**src/rtl/unified_mem_arbiter_pkg.sv**
```systemverilog
// Shared encodings for the unified BRAM arbiter: FSM states, read-response
// source tags and the address range helper.
package unified_mem_arbiter_pkg;

    typedef enum logic [1:0] {
        ST_RUN   = 2'd0,
        ST_DRAIN = 2'd1,
        ST_LOAD  = 2'd2
    } arb_state_t;

    typedef enum logic [1:0] {
        SRC_NONE = 2'd0,
        SRC_IF   = 2'd1,
        SRC_MEM  = 2'd2
    } rsp_src_t;

    // True when a byte address lies beyond the 2**aw-word BRAM.
    function automatic logic addr_oor(input logic [31:0] addr, input int aw);
        return (addr >> (aw + 2)) != 32'd0;
    endfunction

endpackage

```
**src/rtl/unified_mem_arbiter_if.sv**
```systemverilog
// Bundle of IF / MEM / loader request paths, status flags and the BRAM port
// seen by the arbiter (slave) and by the pipeline/BRAM side (master).
interface unified_mem_arbiter_if #(
    parameter int ADDR_W = 14,
    parameter int DATA_W = 32
);
    logic              if_req;
    logic [31:0]       if_addr;
    logic [DATA_W-1:0] if_rdata;
    logic              if_valid;

    logic              mem_rd;
    logic              mem_wr;
    logic [31:0]       mem_addr;
    logic [DATA_W-1:0] mem_wdata;
    logic [DATA_W-1:0] mem_rdata;
    logic              mem_valid;

    logic              ld_mode;
    logic              ld_wr;
    logic [ADDR_W-1:0] ld_addr;
    logic [DATA_W-1:0] ld_wdata;
    logic              ld_ack;

    logic              stall_if;
    logic              stall_mem;
    logic              core_hold;
    logic              addr_err;

    logic              bram_en;
    logic              bram_we;
    logic [ADDR_W-1:0] bram_addr;
    logic [DATA_W-1:0] bram_wdata;
    logic [DATA_W-1:0] bram_rdata;

    modport slave (
        input  if_req, if_addr, mem_rd, mem_wr, mem_addr, mem_wdata,
               ld_mode, ld_wr, ld_addr, ld_wdata, bram_rdata,
        output if_rdata, if_valid, mem_rdata, mem_valid, ld_ack,
               stall_if, stall_mem, core_hold, addr_err,
               bram_en, bram_we, bram_addr, bram_wdata
    );

    modport master (
        output if_req, if_addr, mem_rd, mem_wr, mem_addr, mem_wdata,
               ld_mode, ld_wr, ld_addr, ld_wdata, bram_rdata,
        input  if_rdata, if_valid, mem_rdata, mem_valid, ld_ack,
               stall_if, stall_mem, core_hold, addr_err,
               bram_en, bram_we, bram_addr, bram_wdata
    );
endinterface

```
**src/rtl/unified_mem_arbiter_prio.sv**
```systemverilog
// IF/MEM grant logic: MEM wins by default, IF is forced through after
// STARVE_LIM consecutive losses.
module mem_arb_prio #(
    parameter int STARVE_LIM = 4
) (
    input  logic clk,
    input  logic rst,
    input  logic en,
    input  logic if_req,
    input  logic mem_req,
    output logic gnt_if,
    output logic gnt_mem
);
    localparam int CW = (STARVE_LIM < 1) ? 1 : $clog2(STARVE_LIM + 1);

    logic [CW-1:0] starve_cnt;
    logic          force_if;

    assign force_if = (starve_cnt == CW'(STARVE_LIM));
    assign gnt_if   = en & if_req & (~mem_req | force_if);
    assign gnt_mem  = en & mem_req & ~gnt_if;

    // Only a contested loss counts; the limit check keeps it from wrapping.
    always_ff @(posedge clk or negedge rst) begin
        if (!rst)
            starve_cnt <= '0;
        else if (gnt_if)
            starve_cnt <= '0;
        else if (gnt_mem && if_req && !force_if)
            starve_cnt <= starve_cnt + 1'b1;
    end

endmodule

```
**src/rtl/unified_mem_arbiter.sv**
```systemverilog
// Single-port BRAM shared by IF, MEM and the UART loader: RUN/DRAIN/LOAD FSM,
// BRAM request mux and 1-cycle read-response routing.
module unified_mem_arbiter
    import unified_mem_arbiter_pkg::*;
#(
    parameter int ADDR_W     = 14,
    parameter int DATA_W     = 32,
    parameter int STARVE_LIM = 4
) (
    input  logic                 clk,
    input  logic                 rst,
    unified_mem_arbiter_if.slave bus
);
    arb_state_t        state, state_nxt;
    rsp_src_t          rsp_src, rsp_src_nxt;
    logic              rsp_zero, rsp_zero_nxt;
    logic              err_q, err_set;
    logic              mem_any, if_oor, mem_oor, gnt_if, gnt_mem;
    logic              en, we, ack, stl_if, stl_mem, hold;
    logic [ADDR_W-1:0] addr;
    logic [DATA_W-1:0] wdata;

    assign mem_any = bus.mem_rd | bus.mem_wr;
    assign if_oor  = addr_oor(bus.if_addr, ADDR_W);
    assign mem_oor = addr_oor(bus.mem_addr, ADDR_W);

    mem_arb_prio #(.STARVE_LIM(STARVE_LIM)) u_prio (
        .clk     (clk),
        .rst     (rst),
        .en      (state == ST_RUN),
        .if_req  (bus.if_req),
        .mem_req (mem_any),
        .gnt_if  (gnt_if),
        .gnt_mem (gnt_mem)
    );

    always_ff @(posedge clk or negedge rst) begin
        if (!rst) begin
            state    <= ST_RUN;
            rsp_src  <= SRC_NONE;
            rsp_zero <= 1'b0;
            err_q    <= 1'b0;
        end else begin
            state    <= state_nxt;
            rsp_src  <= rsp_src_nxt;
            rsp_zero <= rsp_zero_nxt;
            err_q    <= err_q | err_set;
        end
    end

    always_comb begin
        state_nxt = state;
        unique case (state)
            ST_RUN:   if (bus.ld_mode) state_nxt = ST_DRAIN;
            ST_DRAIN: state_nxt = ST_LOAD;
            ST_LOAD:  if (!bus.ld_mode) state_nxt = ST_RUN;
            default:  state_nxt = ST_RUN;
        endcase
    end

    // Out-of-range requests still take their grant slot but skip the BRAM
    // and return zero data.
    always_comb begin
        en           = 1'b0;
        we           = 1'b0;
        ack          = 1'b0;
        stl_if       = 1'b0;
        stl_mem      = 1'b0;
        hold         = 1'b0;
        addr         = '0;
        wdata        = '0;
        err_set      = 1'b0;
        rsp_src_nxt  = SRC_NONE;
        rsp_zero_nxt = 1'b0;
        if (rst) begin
            unique case (state)
                ST_RUN: begin
                    stl_if  = bus.if_req & ~gnt_if;
                    stl_mem = mem_any & ~gnt_mem;
                    err_set = (bus.if_req & if_oor) | (mem_any & mem_oor) |
                              (bus.mem_rd & bus.mem_wr);
                    if (gnt_mem) begin
                        en    = ~mem_oor;
                        we    = bus.mem_wr & ~mem_oor;
                        addr  = bus.mem_addr[ADDR_W+1:2];
                        wdata = bus.mem_wdata;
                        if (!bus.mem_wr) begin
                            rsp_src_nxt  = SRC_MEM;
                            rsp_zero_nxt = mem_oor;
                        end
                    end else if (gnt_if) begin
                        en           = ~if_oor;
                        addr         = bus.if_addr[ADDR_W+1:2];
                        rsp_src_nxt  = SRC_IF;
                        rsp_zero_nxt = if_oor;
                    end
                end
                ST_DRAIN: begin
                    stl_if  = 1'b1;
                    stl_mem = 1'b1;
                    hold    = 1'b1;
                end
                default: begin
                    stl_if  = 1'b1;
                    stl_mem = 1'b1;
                    hold    = 1'b1;
                    en      = bus.ld_wr;
                    we      = bus.ld_wr;
                    ack     = bus.ld_wr;
                    addr    = bus.ld_addr;
                    wdata   = bus.ld_wdata;
                end
            endcase
        end
    end

    assign bus.bram_en    = en;
    assign bus.bram_we    = we;
    assign bus.bram_addr  = addr;
    assign bus.bram_wdata = wdata;
    assign bus.ld_ack     = ack;
    assign bus.stall_if   = stl_if;
    assign bus.stall_mem  = stl_mem;
    assign bus.core_hold  = hold;
    assign bus.addr_err   = err_q;
    assign bus.if_valid   = (rsp_src == SRC_IF);
    assign bus.mem_valid  = (rsp_src == SRC_MEM);
    assign bus.if_rdata   = (rsp_src == SRC_IF  && !rsp_zero) ? bus.bram_rdata : '0;
    assign bus.mem_rdata  = (rsp_src == SRC_MEM && !rsp_zero) ? bus.bram_rdata : '0;

endmodule
```
**src/flat_wrapper.sv**
```systemverilog
// flat-port wrapper written by rule: the top's interface ports become plain ports
module unified_mem_arbiter_flat import unified_mem_arbiter_pkg::*;
#(
    parameter int ADDR_W     = 14,
    parameter int DATA_W     = 32,
    parameter int STARVE_LIM = 4
)
  (clk, rst, bus_if_req, bus_if_addr, bus_mem_rd, bus_mem_wr, bus_mem_addr, bus_mem_wdata, bus_ld_mode, bus_ld_wr, bus_ld_addr, bus_ld_wdata, bus_bram_rdata, bus_if_rdata, bus_if_valid, bus_mem_rdata, bus_mem_valid, bus_ld_ack, bus_stall_if, bus_stall_mem, bus_core_hold, bus_addr_err, bus_bram_en, bus_bram_we, bus_bram_addr, bus_bram_wdata);
  unified_mem_arbiter_if #(.ADDR_W(ADDR_W), .DATA_W(DATA_W)) bus_i ();
  input  logic clk;
  input  logic rst;
  input wire logic [$bits(bus_i.if_req)-1:0] bus_if_req;
  input wire logic [$bits(bus_i.if_addr)-1:0] bus_if_addr;
  input wire logic [$bits(bus_i.mem_rd)-1:0] bus_mem_rd;
  input wire logic [$bits(bus_i.mem_wr)-1:0] bus_mem_wr;
  input wire logic [$bits(bus_i.mem_addr)-1:0] bus_mem_addr;
  input wire logic [$bits(bus_i.mem_wdata)-1:0] bus_mem_wdata;
  input wire logic [$bits(bus_i.ld_mode)-1:0] bus_ld_mode;
  input wire logic [$bits(bus_i.ld_wr)-1:0] bus_ld_wr;
  input wire logic [$bits(bus_i.ld_addr)-1:0] bus_ld_addr;
  input wire logic [$bits(bus_i.ld_wdata)-1:0] bus_ld_wdata;
  input wire logic [$bits(bus_i.bram_rdata)-1:0] bus_bram_rdata;
  output wire logic [$bits(bus_i.if_rdata)-1:0] bus_if_rdata;
  output wire logic [$bits(bus_i.if_valid)-1:0] bus_if_valid;
  output wire logic [$bits(bus_i.mem_rdata)-1:0] bus_mem_rdata;
  output wire logic [$bits(bus_i.mem_valid)-1:0] bus_mem_valid;
  output wire logic [$bits(bus_i.ld_ack)-1:0] bus_ld_ack;
  output wire logic [$bits(bus_i.stall_if)-1:0] bus_stall_if;
  output wire logic [$bits(bus_i.stall_mem)-1:0] bus_stall_mem;
  output wire logic [$bits(bus_i.core_hold)-1:0] bus_core_hold;
  output wire logic [$bits(bus_i.addr_err)-1:0] bus_addr_err;
  output wire logic [$bits(bus_i.bram_en)-1:0] bus_bram_en;
  output wire logic [$bits(bus_i.bram_we)-1:0] bus_bram_we;
  output wire logic [$bits(bus_i.bram_addr)-1:0] bus_bram_addr;
  output wire logic [$bits(bus_i.bram_wdata)-1:0] bus_bram_wdata;
  assign bus_i.if_req = bus_if_req;
  assign bus_i.if_addr = bus_if_addr;
  assign bus_i.mem_rd = bus_mem_rd;
  assign bus_i.mem_wr = bus_mem_wr;
  assign bus_i.mem_addr = bus_mem_addr;
  assign bus_i.mem_wdata = bus_mem_wdata;
  assign bus_i.ld_mode = bus_ld_mode;
  assign bus_i.ld_wr = bus_ld_wr;
  assign bus_i.ld_addr = bus_ld_addr;
  assign bus_i.ld_wdata = bus_ld_wdata;
  assign bus_i.bram_rdata = bus_bram_rdata;
  assign bus_if_rdata = bus_i.if_rdata;
  assign bus_if_valid = bus_i.if_valid;
  assign bus_mem_rdata = bus_i.mem_rdata;
  assign bus_mem_valid = bus_i.mem_valid;
  assign bus_ld_ack = bus_i.ld_ack;
  assign bus_stall_if = bus_i.stall_if;
  assign bus_stall_mem = bus_i.stall_mem;
  assign bus_core_hold = bus_i.core_hold;
  assign bus_addr_err = bus_i.addr_err;
  assign bus_bram_en = bus_i.bram_en;
  assign bus_bram_we = bus_i.bram_we;
  assign bus_bram_addr = bus_i.bram_addr;
  assign bus_bram_wdata = bus_i.bram_wdata;
  unified_mem_arbiter #(.ADDR_W(ADDR_W), .DATA_W(DATA_W), .STARVE_LIM(STARVE_LIM)) u_core (.clk(clk), .rst(rst), .bus(bus_i));
endmodule
```
**config.mk**
```make
export PLATFORM = sky130hd
export DESIGN_NAME = unified_mem_arbiter_flat
export DESIGN_NICKNAME = d
export VERILOG_FILES = /design/src/rtl/unified_mem_arbiter_pkg.sv /design/src/rtl/unified_mem_arbiter_if.sv /design/src/rtl/unified_mem_arbiter_prio.sv /design/src/rtl/unified_mem_arbiter.sv /design/src/flat_wrapper.sv
export SDC_FILE = /design/constraint.sdc
export NUM_CORES = 1
export LEC_CHECK = 0
export CORE_AREA = 4 4 115 117
export CTS_CLUSTER_DIAMETER = 120
export DETAILED_ROUTE_END_ITERATION = 6
export DIE_AREA = 0 0 119 121
export SLEW_MARGIN = 25
export SYNTH_ARGS = -nofsm -noshare
export SYNTH_HDL_FRONTEND = slang
export SYNTH_SLANG_ARGS = --single-unit
```
**constraint.sdc**
```tcl
create_clock -name clk -period 5.68 [get_ports clk]
set_clock_uncertainty 0.05 [all_clocks]
set_input_delay 1.136 -clock clk [delete_from_list [all_inputs] [get_ports clk]]
set_output_delay 1.136 -clock clk [all_outputs]
set_load 0.05 [all_outputs]
```
After elaboration in Yosys (flattened, before gate mapping)
Index checks and enable logic that the tools add are counted.
- bits in registers: 9
- latch bits: 0
- RAM bits: 0
- ROM bits: 0
- output and inout bits: 119
- memories kept: 0
- $add $sub $neg: 1
- $mul: 0
- div/mod/pow operators: 0
- magnitude comparators: 0
- eq/ne operators: 7
- shift-type cells: 0
- mux-type cells: 41
- bitwise operators: 20
- reductions and logical operators: 12
- operator list (cell ; number):
    $mux W32 ; 4
    $pmux W32 S2 ; 1
    $reduce_bool A32 Y1 ; 2
    $mux W14 ; 3
    $pmux W14 S2 ; 1
    $mux W1 ; 21
    $mux W2 ; 6
    $and A1 B1 Y1 ; 10
    $mux W3 ; 2
    $pmux W2 S3 ; 1
    $not A1 Y1 ; 5
    $or A1 B1 Y1 ; 5
    $eq A2 B1 Y1 const B ; 2
    $eq A2 B2 Y1 const B ; 2
    $logic_and A1 B1 Y1 ; 4
    $ne A2 B2 Y1 const B ; 2
    $pmux W1 S2 ; 2
    $add A3 B1 Y3 const B ; 1
    $eq A3 B3 Y1 const B ; 1
    $logic_not A1 Y1 ; 2
    $logic_not A2 Y1 ; 1
    $reduce_and A2 Y1 ; 1
    $reduce_bool A2 Y1 ; 1
    $reduce_or A2 Y1 ; 1

Longest topological paths before layout
Gate-level depths: netlist (run 1).
- depth after elaboration: 10
- mapped depth: 8
- depth with buffers taken out: 6

Modules after synthesis
Synthesis (run 1) repeated with hierarchy kept, for this count alone.
- cell total of the unflattened synthesis: 211
- area, all modules: 1620.3 sq um
- by module, submodules not included (module ; times used ; cells each ; area an instance (sq um)):
    unified_mem_arbiter ; 1 ; 190 ; 1395.1
    mem_arb_prio ; 1 ; 21 ; 225.2

Worst setup path before layout (run 1)
Ideal clock, no wire load.
- path kind: input to output
- from: in bus_mem_wr
- to: out bus_stall_mem
- arrival time: 2792 ps
- data required time: 4494 ps
- slack: 1702 ps
- stages: 3
- cell sequence: o2bb2ai_1 -> nand3_1 -> a21boi_0
- longest elaborated chain between the ends: 10
- elaborated cells on any way between the ends: 11
- classes of those cells: mux: 2; bitwise: 9
- ends and longest elaborated chain (item ; RTL line ; text):
    start: declaration ; flat_wrapper.sv:15 ; input wire logic [$bits(bus_i.mem_wr)-1:0] bus_mem_wr;
    $or A1 B1 Y1 (*) ; unified_mem_arbiter.sv:23 ; assign mem_any = bus.mem_rd | bus.mem_wr;
    $not A1 Y1 ; unified_mem_arbiter_prio.sv:20 ; assign gnt_if = en & if_req & (~mem_req | force_if);
    $or A1 B1 Y1 ; unified_mem_arbiter_prio.sv:20 ;
    $and A1 B1 Y1 ; unified_mem_arbiter_prio.sv:20 ;
    $not A1 Y1 ; unified_mem_arbiter_prio.sv:21 ; assign gnt_mem = en & mem_req & ~gnt_if;
    $and A1 B1 Y1 ; unified_mem_arbiter_prio.sv:21 ;
    $not A1 Y1 ; unified_mem_arbiter.sv:79 ; stl_mem = mem_any & ~gnt_mem;
    $and A1 B1 Y1 (*) ; unified_mem_arbiter.sv:79 ;
    $mux W1 (*) ; unified_mem_arbiter.sv:76 ; unique case (state)
    $mux W1 (*) ; unified_mem_arbiter.sv:75 ; if (rst) begin
    end: declaration ; flat_wrapper.sv:29 ; output wire logic [$bits(bus_i.stall_mem)-1:0] bus_stall_mem;
Every way passes the cells marked *; elsewhere a longest branch is shown, timed or not.

Worst setup path after layout (run 1)
- from: in bus_mem_wr
- to: out bus_bram_addr[1]
- longest elaborated chain between the ends: 9
- elaborated cells on any way between the ends: 11
- classes of those cells: mux: 4; bitwise: 7
- ends and longest elaborated chain (item ; RTL line ; text):
    $or A1 B1 Y1 (*) ; unified_mem_arbiter.sv:23 ;
    $not A1 Y1 ; unified_mem_arbiter_prio.sv:20 ;
    $or A1 B1 Y1 ; unified_mem_arbiter_prio.sv:20 ;
    $and A1 B1 Y1 ; unified_mem_arbiter_prio.sv:20 ;
    $not A1 Y1 ; unified_mem_arbiter_prio.sv:21 ;
    $and A1 B1 Y1 ; unified_mem_arbiter_prio.sv:21 ;
    $mux W14 (*) ; unified_mem_arbiter.sv:82 ; if (gnt_mem) begin
    $pmux W14 S2 (*) ; unified_mem_arbiter.sv:76 ;
    $mux W14 (*) ; unified_mem_arbiter.sv:75 ;
    end: declaration ; flat_wrapper.sv:34 ; output wire logic [$bits(bus_i.bram_addr)-1:0] bus_bram_addr;
Marks and branches as above.

==> results of run 1 <==
-- placed cells by master (no fill, tap or decap), types with 5 or more instances in the layout --
| cell type | synthesis | layout |
|---|---|---|
| clkdlybuf4s50_1 | 0 | 247 |
| and2_1 | 67 | 67 |
| a22o_1 | 33 | 33 |
| buf_12 | 0 | 30 |
| buf_4 | 3 | 23 |
| inv_1 | 18 | 18 |
| a222oi_1 | 14 | 14 |
| dfrtp_1 | 9 | 9 |
| nor4_1 | 8 | 8 |
| nor2b_1 | 5 | 5 |
-- power by group through the flow --
| stage | Combinational (mW) | Clock (mW) | Sequential, mW |
|---|---|---|---|
| floorplan | 0.632 | 0 | 0.0949 |
| global placement | 1.15 | 0 | 0.0994 |
| detailed placement | 1.16 | 0 | 0.0998 |
| CTS | 1.16 | 0.129 | 0.0993 |
| global route | 1.20 | 0.133 | 0.102 |
| finish | 1.15 | 0.126 | 0.0994 |
-- cell families (layout without fill, tap and decap cells) --
| logic type | Yosys count | count (layout) |
|---|---|---|
| compound gates | 59 | 59 |
| fa+ha+maj | 2 | 2 |
| buf+inv | 35 | 322 |
| flops | 9 | 9 |
| mux | 2 | 2 |
| simple gates | 98 | 98 |
-- sequential cells by signal (all words and copies together), names as in the netlist --
| signal | cells |
|---|---|
| u_core.bus.addr_err | 1 |
| u_core.rsp_src | 2 |
| u_core.rsp_zero | 1 |
| u_core.state | 2 |
| u_core.u_prio.starve_cnt | 3 |
-- metal layers --
metal | GRT usage (%) | routed length [µm] | vias to the layer above
met5 | 0 | 0 | -
met4 | 2.10 | 133 | 0
met3 | 4.38 | 1140 | 10
met2 | 27.6 | 6140 | 216
met1 | 15.3 | 4160 | 1259
li1 | - | - | 1323
-- path summary, 6_finish.rpt --
path                                        startpoint                     endpoint  slack [ns]  cells after the start
hold / removal                     u_core.bus.addr_err          u_core.bus.addr_err        0.45                      2
setup reg to reg           u_core.u_prio.starve_cnt[1]              u_core.rsp_zero        3.62                      7
max in group asynchronous                          rst  u_core.u_prio.starve_cnt[2]        4.26                      2
min in group asynchronous                          rst          u_core.bus.addr_err        1.16                      2
setup / recovery                            bus_mem_wr             bus_bram_addr[1]        0.92                      6
hold reg to reg                    u_core.bus.addr_err          u_core.bus.addr_err        0.45                      2
-- area by class of cell --
cell class / instances / share of cell area [%]
Inverter: 18 / 1.35
Clock buffer: 4 / 1.57
Multi-Input combinational cell: 161 / 23.7
Tap cell: 172 / 4.28
Sequential cell: 9 / 4.48
Timing Repair Buffer: 300 / 64.6
-- per-stage QoR --
stage	hold slack [ns]	worst slack, ns	instance area [µm²]	instances	power (mW)
5_1_grt	0.470	0.673	5020	664	1.43
4_1_cts	0.454	0.848	5020	664	1.39
6_report	0.453	0.920	5020	664	1.38
2_1_floorplan	0.402	1.70	1560	205	0.727
3_3_place_gp	0.425	0.922	4940	660	1.25
3_5_place_dp	0.448	0.869	4940	660	1.26
-- worst max-delay path, delay by kind of cell --
kind            cells  cell delay, ns
compound gates      2            0.78
buf+inv             3            0.85
simple gates        1            0.79
==> results.tsv, run 1 <==
stage	metric	value	unit
synthesis	ys_warn_count	0	
cells_and_area	final_util	40.6	%
floorplanning	die_area	0.0144	mm²
clock_tree	clockBufferDepth	2	
synthesis	synth_edf_count	0	
synthesis	async_reset_ff_share	100	%
timing	fin_crit_sh	83.8	%
synthesis	ys_types	32	
synthesis	synthesis.nets	388	
worst_setup_path	cp_slowest_cell	nor3b_4	
worst_setup_path	endpoint_kind	output pin	
placed_design	io_buffers	295	
power	switching_share	50.9	%
grt	globalRouteOverflowTotal	0	
synthesis	synth_top_family_by_area	simple AND/OR/NAND/NOR gates	
routing	vias	2808	
clock_tree	clk_latency	0.23	ns
synthesis	synthAdderAreaFrac	1.60	%
routing	ant_nets	0	
grt	first_global_vias	2856	
timing	clock.fmax	210	MHz
cells_and_area	nFillCells	1259	
routing	drtIter0Drc	168	
worst_setup_path	cpPeakStageDelay	0.79	ns
clock_tree	cts_buffers	3	
synthesis	synth.most_common_cell	and2_1	
clock_tree	cts-htree-levels	1	
routing	drtPass1Iterations	6	
timing	max_slew_margin	44.3	%
worst_setup_path	criticalPathCategory	input port to output pin	
grt	antenna_found_initial	0	
synthesis	synth-compound-area-share	33.7	%
timing	hold_viol	0	
power	cellPowerDensity	274	mW/mm²
worst_setup_path	worstPathCellList	clkdlybuf4s50_1 -> o2bb2ai_1 -> nor3b_4 -> a222oi_1 -> inv_1 -> buf_12	
worst_setup_path	cp.arrival	3.57	ns
power	p_sw	702	µW
timing	rsz0062_at_grt	false	
synthesis	synth_simple_gate_area_share	39.6	%
worst_setup_path	cp-start-kind	input port	
routing	wl	11600	µm
clock_tree	cts.clk_slew.worst_paths	0.04	ns
cells_and_area	seqCellArea	225	µm²
timing	report.final.slew_viol_count	0	
grt	grt_usage	14.2	%
power	p_leak	2.06	nW
clock_tree	cts_tree	done	
worst_hold_path	hold_class	flip-flop to flip-flop	
timing	min_period	4.76	ns
routing	detail_route.wl_per_cell	17.4	µm
synthesis	avgSynthCellArea	7.62	µm²
timing	worstMarginPinSlew	0.835	ns
flow_run	cap_violations	0	
clock_tree	cts_setup_buffers	0	
synthesis	netlist_area	0.00156	mm²
cells_and_area	multiInputGateArea	0.00119	mm²
routing	viasPerCell	4.23	
run_status	outcome	complete, no violations	
synthesis	synth_xor_xnor_area_share	0	%
power	p_int	676	µW
placed_design	place_congestion	0.786	
grt	grt_pass1_wl	16100	µm
synthesis	synth_top_area_cell	and2_1	
cells_and_area	layout.nets	676	
floorplanning	die_height	121	µm
power	ir_drop	150	µV
power	p_clk_share	9.1	%
clock_tree	cts.sinks	9	
power	sequentialPowerShare	7.2	%
power	combPwrFrac	83.7	%
floorplanning	core	0.0124	mm²
timing	setup_viol	0	
floorplanning	start_util	12.6	%
clock_tree	root_buffer	clkbuf_16	
cells_and_area	diodes	0	
cells_and_area	area_growth	222	%
floorplanning	fp.dieW	119	µm
timing	setup-tns-final	0	ns
floorplanning	fp-row-count	41	
clock_tree	postCtsHoldBufs	0	
synthesis	synth_top_cells_by_count	67 x and2_1, 33 x a22o_1, 18 x inv_1	
synthesis	synth_cells	205	
synthesis	synth_top_area_share	26.8	%
cells_and_area	drive_above_1_share	12.8	%
synthesis	synth_seq_cells	9	
floorplanning	ioPinCount	300	
grt	grt_max_degree	50	
worst_setup_path	path_max_fanout	17	
synthesis	synth_area_leaders	and2_1 27%, a22o_1 19%, dfrtp_1 14%	
worst_setup_path	cp.required	4.49	ns
synthesis	ys_seq_area_share	14.4	%
clock_tree	ctsResizeCount	0	
routing	drc_errors	0	
synthesis	ys.flop_type	dfrtp_1	
placed_design	dp_hpwl	10100	µm
synthesis	synth_mux_area_share	1.36	%
No activity file was read; power rests on OpenSTA's default activity.
==> run 2, diff against run 1 <==
--- a/config.mk
+++ b/config.mk
@@ -5,10 +5,10 @@
 export SDC_FILE = /design/constraint.sdc
 export NUM_CORES = 1
 export LEC_CHECK = 0
-export CORE_AREA = 4 4 115 117
+export CORE_AREA = 4 4 113 115
 export CTS_CLUSTER_DIAMETER = 120
 export DETAILED_ROUTE_END_ITERATION = 6
-export DIE_AREA = 0 0 119 121
+export DIE_AREA = 0 0 117 119
 export SLEW_MARGIN = 25
 export SYNTH_ARGS = -nofsm -noshare
 export SYNTH_HDL_FRONTEND = slang
==> constraint.sdc (replaced) <==
create_clock -name clk -period 3.85 [get_ports clk]
set_clock_uncertainty 0.05 [all_clocks]
set_input_delay 0.77 -clock clk [delete_from_list [all_inputs] [get_ports clk]]
set_output_delay 0.77 -clock clk [all_outputs]
set_load 0.05 [all_outputs]
==> run 2 against run 1 <==
Effect of this change: register-to-register slack got worse by 1.7 ns; routed wire length fell by 1.8%; largest power group unchanged; via count fell by 2.0%; sequential cell count did not move; die area fell by 3.3%; sequential power rose by 47%; critical endpoint is now bus_bram_wdata[13].
==> results.tsv, run 2 (same netlist as run 1, synthesis figures left out) <==
stage	metric	value	unit
run_status	outcome	complete, no violations	
cells_and_area	instances_no_fill	641	
grt	grt_pass1_wl	16100	µm
timing	setup_viol	0	
worst_setup_path	crit_start	bus_mem_wr	
grt	first_global_vias	2864	
routing	ant_nets	0	
timing	report.final.slew_viol_count	0	
worst_hold_path	hold_end	u_core.bus.addr_err	
cells_and_area	final_area	0.00520	mm²
power	p_sw	1.07	mW
routing	viasPerCell	4.29	
grt	antenna_found_initial	0	
power	combPwrFrac	85.0	%
power	switching_share	48.9	%
routing	vias	2752	
grt	grt_usage	14.9	%
worst_hold_path	hold_class	flip-flop to flip-flop	
cells_and_area	top_regs	u_core.u_prio.starve_cnt (3), u_core.rsp_src (2), u_core.state (2)	
timing	worstMarginPinSlew	0.535	ns
clock_tree	clockBufferDepth	2	
power	p_int	1.11	mW
power	p_clk_share	8.3	%
routing	detail_route.wl_per_cell	17.7	µm
worst_setup_path	worstReg2RegStart	u_core.u_prio.starve_cnt[0]	
clock_tree	cts_tree	done	
timing	fin_crit_sh	90.9	%
worst_hold_path	hold_depth	2	
floorplanning	fp.dieW	117	µm
routing	drtIter0Drc	167	
clock_tree	cts_setup_buffers	0	
floorplanning	start_util	13.2	%
clock_tree	postCtsHoldBufs	0	
clock_tree	ctsResizeCount	0	
floorplanning	ioPinCount	300	
clock_tree	clk_latency	0.23	ns
placed_design	dp_hpwl	10000	µm
worst_setup_path	worstPathCellList	clkdlybuf4s50_1 -> o2bb2ai_1 -> buf_4 -> a211oi_4 -> buf_12 -> a22o_1 -> buf_12	
cells_and_area	area_growth	233	%
placed_design	io_buffers	295	
placed_design	placed_cell_area	0.00512	mm²
timing	min_period	3.50	ns
clock_tree	cts_buffers	3	
worst_setup_path	cp-start-kind	input port	
worst_setup_path	r2r.worst_path.cells	8	
cells_and_area	diodes	0	
cells_and_area	mostFrequentLayoutCells	220 x clkdlybuf4s50_1, 67 x and2_1, 51 x buf_12, 33 x a22o_1, 31 x buf_4	
worst_setup_path	endpoint_kind	output pin	
worst_setup_path	cp.required	3.03	ns
floorplanning	die_height	119	µm
floorplanning	fp-row-count	40	
cells_and_area	layout.nets	678	
clock_tree	root_buffer	clkbuf_16	
power	cellPowerDensity	419	mW/mm²
placed_design	dp.cells	637	
worst_setup_path	cpPeakStageDelay	0.57	ns
worst_setup_path	reg2reg_to	u_core.rsp_zero	
cells_and_area	largest_register	u_core.u_prio.starve_cnt	
worst_setup_path	cp_top_family	buffers and inverters	
worst_setup_path	cp_slowest_cell	clkdlybuf4s50_1	
cells_and_area	drive_above_1_share	18.6	%
worst_setup_path	cp.arrival	2.68	ns
routing	wl	11400	µm
worst_setup_path	critPathMostFrequentCell	buf_12	
floorplanning	die_area	0.0139	mm²
timing	setup-tns-final	0	ns
floorplanning	core	0.0118	mm²
worst_setup_path	rrSetupSlack	1.95	ns
clock_tree	cts-htree-levels	1	
timing	max_slew_margin	64.2	%
grt	grt_max_degree	50	
timing	hold-worst-slack	0.459	ns
cells_and_area	final_common_cell	clkdlybuf4s50_1	
worst_setup_path	path_max_fanout	49	
worst_hold_path	holdCritStartpoint	u_core.bus.addr_err	
power	sequentialPowerShare	6.7	%
routing	drtPass1Iterations	4	
worst_setup_path	crit_buf_inv	4	
power	p_leak	2.19	nW
cells_and_area	final_util	44.0	%
grt	globalRouteOverflowTotal	0	
clock_tree	cts.sinks	9	
timing	rsz0062_at_grt	false	
timing	hold_viol	0	
routing	drc_errors	0	
cells_and_area	largest_reg_flops	3	
timing	clock.fmax	286	MHz
placed_design	place_congestion	0.856	
clock_tree	cts.clk_slew.worst_paths	0.04	ns
worst_setup_path	criticalPathCategory	input port to output pin	
flow_run	cap_violations	0	
power	ir_drop	192	µV
==> run 2: changes by cell type in the layout (fill, tap and decap cells not counted), sizes merged <==
cell	delta
buf	+29
clkdlybuf4s50	-27
==> run 2: per-layer routing <==
metal,wire length [µm],share of wire (%),global-route usage (%),vias up
met5,0,0,0,-
met4,100,0.88,2.37,0
met3,1250,11,4.22,8
met2,6060,53,28.9,177
met1,3960,35,15.8,1228
li1,-,-,-,1339
==> run 2: layout make-up <==
type | instances | area (µm²)
flip-flops and latches | 9 | 225
fillers | 1153 | 6610
inverters | 18 | 67.6
multi-input cells | 161 | 1190
repair buffers | 302 | 3460
clock buffers | 4 | 78.8
well taps | 147 | 184
==> run 2: power by group through the flow <==
stage                     logic, mW  clock network, mW  registers [mW]
after floorplan               0.932                  0           0.140
after global placement         1.85                  0           0.145
after detailed placement       1.87                  0           0.147
after CTS                      1.88              0.186           0.145
after global routing           1.93              0.192           0.149
final                          1.85              0.182           0.146
==> run 2: worst max-delay path by stage <==
stage	end	depth (start not counted)
2_1_floorplan	bus_stall_mem	3
5_1_grt	bus_bram_addr[12]	8
4_1_cts	bus_bram_addr[12]	8
6_report	bus_bram_wdata[13]	7
3_3_place_gp	bus_bram_addr[6]	8
3_5_place_dp	bus_bram_addr[12]	8
==> run 2: metrics by stage <==
step	worst slack (ns)	total power, mW
detailed placement	0.348	2.02
finish	0.351	2.18
CTS	0.338	2.21
floorplan	0.604	1.07
global route	0.183	2.27
global placement	0.334	2.00
==> run 2: worst reg2reg max path, stage by stage, from the launching register on <==
cell       delay [ns]
dfrtp_1          0.35
inv_1            0.07
ha_1             0.20
o2bb2ai_1        0.17
buf_4            0.18
a211oi_4         0.26
buf_12           0.25
and2b_1          0.18
o2bb2ai_1        0.11
